### src/rtl/pc_seq_ctrl.sv
// Next-PC sequencer: owns the PC, picks the next fetch address, sequences fetch and flush.
// Optional compressed-instruction support is enabled by defining PC_SEQ_RVC_EN.
module pc_seq_ctrl #(
    parameter logic [63:0] RESET_VECTOR = 64'h0,
    parameter int          FLUSH_CYCLES = 2,
    parameter int          INSTR_BYTES  = 4
) (
    input  logic        clk,
    input  logic        rst,
    input  logic        stall,
    input  logic        fetch_ready,
    input  logic        branch_taken,
    input  logic [63:0] branch_target,
    input  logic        jump,
    input  logic [63:0] jump_target,
    input  logic        trap_req,
    input  logic [63:0] trap_vec,
`ifdef PC_SEQ_RVC_EN
    input  logic        is_compressed,
`endif
    output logic [63:0] pc,
    output logic        fetch_req,
    output logic        flush,
    output logic        misalign_trap,
    output logic [1:0]  state_o
);

    typedef enum logic [1:0] {
        BOOT  = 2'd0,
        RUN   = 2'd1,
        STALL = 2'd2,
        FLUSH = 2'd3
    } state_t;

`ifdef PC_SEQ_RVC_EN
    localparam logic [63:0] AMASK = ~64'h1;
`else
    localparam logic [63:0] AMASK = ~64'h3;
`endif
    localparam logic [3:0] FC = 4'(FLUSH_CYCLES);

    state_t      state, state_d;
    logic [63:0] pc_d;
    logic [3:0]  cnt, cnt_d;
    logic        mis_d;
    logic [63:0] tv_al;
    logic [63:0] tgt;
    logic [63:0] inc;

`ifdef PC_SEQ_RVC_EN
    assign inc = is_compressed ? 64'd2 : 64'(INSTR_BYTES);
`else
    assign inc = 64'(INSTR_BYTES);
`endif

    always_comb begin
        state_d = state;
        pc_d    = pc;
        cnt_d   = cnt;
        mis_d   = 1'b0;
        tv_al   = trap_vec & AMASK;
        tgt     = jump ? jump_target : branch_target;
        unique case (state)
            BOOT: state_d = RUN;
            RUN, STALL: begin
                if (trap_req) begin
                    pc_d    = tv_al;
                    cnt_d   = FC;
                    state_d = FLUSH;
                end else if (jump || branch_taken) begin
                    cnt_d   = FC;
                    state_d = FLUSH;
                    // misaligned targets divert to the trap handler
                    if (|(tgt & ~AMASK)) begin
                        pc_d  = tv_al;
                        mis_d = 1'b1;
                    end else begin
                        pc_d = tgt;
                    end
                end else if (stall || !fetch_ready) begin
                    state_d = STALL;
                end else begin
                    state_d = RUN;
                    if (state == RUN) pc_d = pc + inc;
                end
            end
            FLUSH: begin
                if (trap_req) begin
                    pc_d  = tv_al;
                    cnt_d = FC;
                end else if (cnt <= 4'd1) begin
                    cnt_d   = 4'd0;
                    state_d = RUN;
                end else begin
                    cnt_d = cnt - 4'd1;
                end
            end
            default: state_d = BOOT;
        endcase
    end

    always_ff @(posedge clk) begin
        if (rst) begin
            state         <= BOOT;
            pc            <= RESET_VECTOR;
            cnt           <= 4'd0;
            misalign_trap <= 1'b0;
        end else begin
            state         <= state_d;
            pc            <= pc_d;
            cnt           <= cnt_d;
            misalign_trap <= mis_d;
        end
    end

    assign fetch_req = (state == RUN) || (state == STALL);
    assign flush     = (state == FLUSH);
    assign state_o   = state;

endmodule

### config.mk
export PLATFORM = sky130hd
export DESIGN_NAME = pc_seq_ctrl
export DESIGN_NICKNAME = d
export VERILOG_FILES = /design/src/rtl/pc_seq_ctrl.sv
export SDC_FILE = /design/constraint.sdc
export NUM_CORES = 1
export LEC_CHECK = 0
export ABC_CLOCK_PERIOD_IN_PS = 5800
export CAP_MARGIN = 20
export CORE_MARGIN = 4
export CORE_UTILIZATION = 46
export DETAILED_ROUTE_END_ITERATION = 10
export PLACE_DENSITY_LB_ADDON = 0.25
export SKIP_LAST_GASP = 1
export SLEW_MARGIN = 20
export SYNTH_ARGS = -nofsm -noshare
export SYNTH_HDL_FRONTEND = slang
export SYNTH_SLANG_ARGS = --single-unit
export TNS_END_PERCENT = 20
### constraint.sdc
create_clock -name clk -period 5.8 [get_ports clk]
set_input_delay 0.87 -clock clk [delete_from_list [all_inputs] [get_ports clk]]
set_output_delay 0.87 -clock clk [all_outputs]
set_load 0.05 [all_outputs]
-- Word level (Yosys, flattened, before mapping)
Index checks and enable logic that the tools add are counted.
- register bits: 71
- input bits: 199
- word-level logic and storage cells: 50
- output and inout bits: 69
- equality and inequality tests: 9
- reductions and logical operators: 12
- muxes and demuxes: 20
- add/sub/neg operators: 2
- bitwise gates (word level): 2
- order comparisons: 1
- operators by type and width (kind ; number):
    $mux 64 ; 7
    $pmux 64 s2 ; 1
    $add 64x3->64 const B ; 1
    $mux 4 ; 4
    $mux 2 ; 5
    $ne 4x4->1 const B ; 2
    $pmux 4 s2 ; 1
    $pmux 2 s3 ; 1
    $eq 2x2->1 const B ; 2
    $le 4x1->1 const B ; 1
    $ne 2x2->1 const B ; 2
    $reduce_and 2->1 ; 2
    $reduce_and 4->1 ; 1
    $reduce_or 2->1 ; 2
    $reduce_or 4->1 ; 1
    $sub 4x1->4 const B ; 1
    $logic_or 1x1->1 ; 3
    $ne 3x3->1 const B ; 1
    $eq 2x1->1 const B ; 1
    $logic_not 2->1 ; 1
    $ne 2x1->1 const B ; 1
    $not 1->1 ; 2
    $reduce_bool 2->1 ; 1
    $logic_not 1->1 ; 1
    $mux 1 ; 1

-- Logic depth before layout (Yosys ltp)
- depth after elaboration: 6
- gate-level depth with buffers: 10
- mapped depth without buffers: 8

-- Least setup slack after synthesis
Ideal clock, no wire load.
- path type: reg2reg
- start point: register state[0], in the netlist state_o[0]
- end point: register pc[14]
- arrival time: 3.207 ns
- slack: 2.508 ns
- setup time: 0.086 ns
- stages on the path, launching flop included: 10
- data required time: 5.714 ns
- clock period less this slack: 3.292 ns
- buffers on the path: 3
- cell sequence: dfxtp_1 inv_1 ha_1 a2111oi_0 or2_2 clkbuf_1 clkbuf_1 clkbuf_1 nor2_1 a211oi_1
- longest elaborated chain between the ends: 4
- elaborated cells on any way between the ends: 10
- those cells by class: eq/ne (6); mux (1); reduce/logical (3)
- ends and longest elaborated chain (item ; line ; source):
    start, declared ; 42 ; state_t state, state_d;
    start signal, assigned ; 109 ; state <= state_d;
    $eq 2x1->1 or $eq 2x2->1 (tied branches) ; 63, 84 ;
    $reduce_or 2->1 ; 63 ; unique case (state)
    $ne 4x4->1 (no line) or $reduce_bool 2->1 (tied branches) ; n/a ;
    $reduce_and 4->1 (no line) ; n/a ;
    end signal, assigned ; 110 ; pc <= pc_d;
    end, declared ; 21 ; output logic [63:0] pc,
Several ways; a longest one is shown, not always the timed one.
A chain may end at the register's enable or synchronous reset.

-- Worst setup path in the final report
- start point: input port jump
- end point: register pc[13]
- longest elaborated chain between the ends: 6
- elaborated cells on any way between the ends: 10
- those cells by class: eq/ne (2); mux (5); reduce/logical (3)
- ends and longest elaborated chain (item ; line ; source):
    start, declared ; 14 ; input logic jump,
    $mux 64 ; 62 ; tgt = jump ? jump_target : branch_target;
    $reduce_or 2->1 ; 74 ; if (|(tgt & ~AMASK)) begin
    $mux 64 ; 74 ;
    $mux 64 ; 70 ; end else if (jump || branch_taken) begin
    $mux 64 ; 66 ; if (trap_req) begin
    $pmux 64 s2 ; 63 ;
Several ways; a longest one is shown, not always the timed one.

==> summary.md <==
| Metric | Value |
|---|---|
| Asr flop ratio synth | 0% |
| Number of fill cells in the layout | 1076 |
| Number of port buffers | 265 |
| Layout Area Growth over Synthesis | 52.5% |
| Seq/Total Area, Yosys | 24.0% |
| Number of setup violations in the final report | 0 |
| Count of buffers added by post-CTS timing repair for setup | 0 |
| Number of pins with negative max-slew slack in the final report | 0 |
| Count of final hold-check violations | 0 |
| Vias post-DR | 7686 |
| Combinational share of power | 42.6% |
| Most frequently used cell type in the post-synthesis netlist | sky130_fd_sc_hd__nor2_1 |
| Startpoint of the tightest hold check path | cnt[3] |
| Cell count after synthesis | 826 |
| Maximum fanout along the worst path | 42 |
| Maximum number of pins on one net before global-route repair | 46 |
| Post-route worst hold slack | 0.473 ns |
| Unrepaired setup endpoints after global routing | no |
| Final cycle utilization of the critical path | 63.1% |
| Timing-limited maximum frequency | 0.273 GHz |
| Ant. Diodes | 0 |
| First-pass GRT wire length | 38.0 mm |
| Total power density per cell area | 264 mW/mm^2 |
| Minimum clock period after layout | 3.66 ns |
| Top cells by area in the synthesized netlist | sky130_fd_sc_hd__dfxtp_1 (24%), sky130_fd_sc_hd__mux2i_1 (9.3%), sky130_fd_sc_hd__a21oi_1 (6.3%) |
| CTS H-tree lvls | 3 |
| Clk Latency, worst-skew pair | 0.34 ns |
| HPWL reported at the end of detailed placement | 17.9 mm |
| Reg-to-reg startpoint | state_o[0] |
| CTS sink cnt | 71 |
| Share of the synthesized area in the top cell type | 24.0% |
| Mapped cell area | 0.00593 mm^2 |
| Total negative slack for setup checks | 0 ns |
| Number of global-route vias before repair | 7270 |
| Clock slew at reported path FFs | 0.06 ns |
| Data arrival at the endpoint of the critical path | 3.94 ns |
| Pleak | 3.25 nW |
| Least-Margin Pin Slew | 0.917 ns |
| MaxCap Viol Count | 0 |
| Full die area | 0.0148 mm^2 |
| Buffer cell driving the clock tree root | sky130_fd_sc_hd__clkbuf_16 |
| WL/cell | 20.0 um |
| Slew Limit Headroom | 38.2% |
| Crit path required time | 6.08 ns |
| Hold_buf cts | 0 |
| Switching fraction of total power | 39.9% |
| Core area | 0.0126 mm^2 |
| P_sw | 0.951 mW |
| Number of vias per cell | 6.22 |
| Global routing usage summed across all routing layers | 32.1% |
| Nets in the synthesized netlist | 1031 |
| Total wire length | 24.7 mm |
| Net count of the finished layout | 1264 |
| Num CTS Buffers | 9 |
| Height of the chip | 122 um |
| Maximum clock insertion buffer count | 2 |
| Worst-case vdd ir drop | 0.000157 V |
| Worst clock skew on the final layout | 0.00635 ns |
| Fraction of power consumed by the clock network | 29.0% |
| Internal Pwr Total | 1.43 mW |
| Number of detailed-routing iterations run before antenna repair | 6 |
| Syn. warnings | 0 |
| Post-CTS sizing | 0 |
| Antenna violations before repair | 0 |
| Starting density of the core | 47.0% |
| Register share of total power | 28.3% |
| Top cells by count, synth | sky130_fd_sc_hd__nor2_1 (92), sky130_fd_sc_hd__a21oi_1 (75), sky130_fd_sc_hd__nand2_1 (73) |
| Residual antenna-violating net count after detailed routing | 0 |
| Library cell with the largest summed area after synthesis | sky130_fd_sc_hd__dfxtp_1 |
| DRC | 0 |
| Horiz. Die Dim | 122 um |
| Critical path origin | jump |
| Unique cell type count in the Yosys netlist | 65 |
| Synth Register Bits | 71 |
| CTS tree | built |
| Worst setup path class | primary input to flop |
| Syn_area_per_cell | 7.18 um^2 |
| Site row count | 41 |
| # IOs | 268 |
| Path category of the worst min-delay check | flop to flop |
| DRC marker count from the first detailed-route iteration | 775 |
| Status | completed |
| Weighted congestion at the end of routability-driven global placement | 0.948 |
| Worst Setup End Kind | flop |
| CP startpoint kind | primary input |
| Overflow left after global routing | 0 |
| Number of flops mapped to enable cells by yosys | 0 |
| Share of post-route cells with drive strength above 1 | 5.92% |
| Post-synth top flop | sky130_fd_sc_hd__dfxtp_1 |
-- per-stage QoR --
stage          total power, mW  area, um^2  utilization, %  instances  setup WS (ns)
2_1_floorplan             1.27        5930               -        826           2.51
3_3_place_gp              1.67        8670            68.7       1219           1.93
3_5_place_dp              1.68        8670            68.7       1219           1.88
4_1_cts                   2.37        9030            71.6       1235           2.18
5_1_grt                   2.48        9040            71.6       1236           1.84
6_report                  2.38        9040            71.6       1236           2.14
-- cell type report --
class                           instances  area [um^2]  share of cell area [%]
Clock buffer                           10          229                    2.53
Clock inverter                          6          133                    1.47
Inverter                               20         75.1                   0.830
Multi-Input combinational cell        678         4220                    46.6
Sequential cell                        71         1420                    15.7
Tap cell                              172          215                    2.38
Timing Repair Buffer                  279         2750                    30.4
-- power by group through the flow --
stage	clock network [mW]	registers (mW)	logic (mW)
after floorplan	0	0.906	0.362
after global placement	0	0.677	0.993
after detailed placement	0	0.680	1.00
after CTS	0.692	0.671	1.01
after global routing	0.716	0.690	1.08
final	0.692	0.675	1.02
-- cells in the final DEF (no fill, tap or decap), types with 12 or more instances in the layout --
cell type,instances
sky130_fd_sc_hd__a21oi_1,75
sky130_fd_sc_hd__o21ai_0,71
sky130_fd_sc_hd__dfxtp_1,71
sky130_fd_sc_hd__nor3_1,29
sky130_fd_sc_hd__clkdlybuf4s50_1,263
sky130_fd_sc_hd__nand3_1,24
sky130_fd_sc_hd__o22ai_1,16
sky130_fd_sc_hd__buf_4,15
sky130_fd_sc_hd__a221oi_1,12
sky130_fd_sc_hd__a211oi_1,14
sky130_fd_sc_hd__nand4_1,20
sky130_fd_sc_hd__o221ai_1,15
sky130_fd_sc_hd__nand2_1,73
sky130_fd_sc_hd__inv_1,20
sky130_fd_sc_hd__nor2_1,89
sky130_fd_sc_hd__mux2i_1,55
sky130_fd_sc_hd__nor4_1,18
-- worst max-delay path, stage by stage --
cell                        delay, ns
sky130_fd_sc_hd__buf_4           0.40
sky130_fd_sc_hd__buf_4           0.52
sky130_fd_sc_hd__nor2_2          0.08
sky130_fd_sc_hd__o31ai_1         0.26
sky130_fd_sc_hd__or2_2           0.74
sky130_fd_sc_hd__nand2b_1        0.49
sky130_fd_sc_hd__a2111oi_0       0.43
sky130_fd_sc_hd__a21o_1          0.12
-- worst paths after layout --
kind | slack, ns | end | depth (start not counted)
worst max-delay path | 2.14 | pc[13] | 8
worst max register to register | 2.47 | pc[13] | 8
worst min-delay path | 0.47 | cnt[3] | 1
worst min register to register | 0.47 | cnt[3] | 1
-- metal layers --
| layer | vias to the layer above | track usage (%) | part of all wire (%) |
|---|---|---|---|
| met3 | 56 | 6.36 | 11 |
| met1 | 3573 | 41.9 | 39 |
| met5 | - | 0 | 0 |
| met2 | 456 | 52.0 | 47 |
| met4 | 0 | 12.8 | 2.9 |
| li1 | 3601 | - | - |
-- sequential cells by signal (all words and copies together), names as in the netlist --
name and count:
misalign_trap 1, state_o 2, pc 64, cnt 4
-- cells by family after synthesis --
family | synth area share, %
AO/OA/AOI/OAI | 30.5
multiplexers | 11.2
buffers and inverters | 5.19
adder cells (fa/ha/maj) | 1.27
AND/OR/NAND/NOR | 26.6
XOR/XNOR | 1.33
flip-flops | 24.0
No activity file was read; power rests on OpenSTA's default activity.
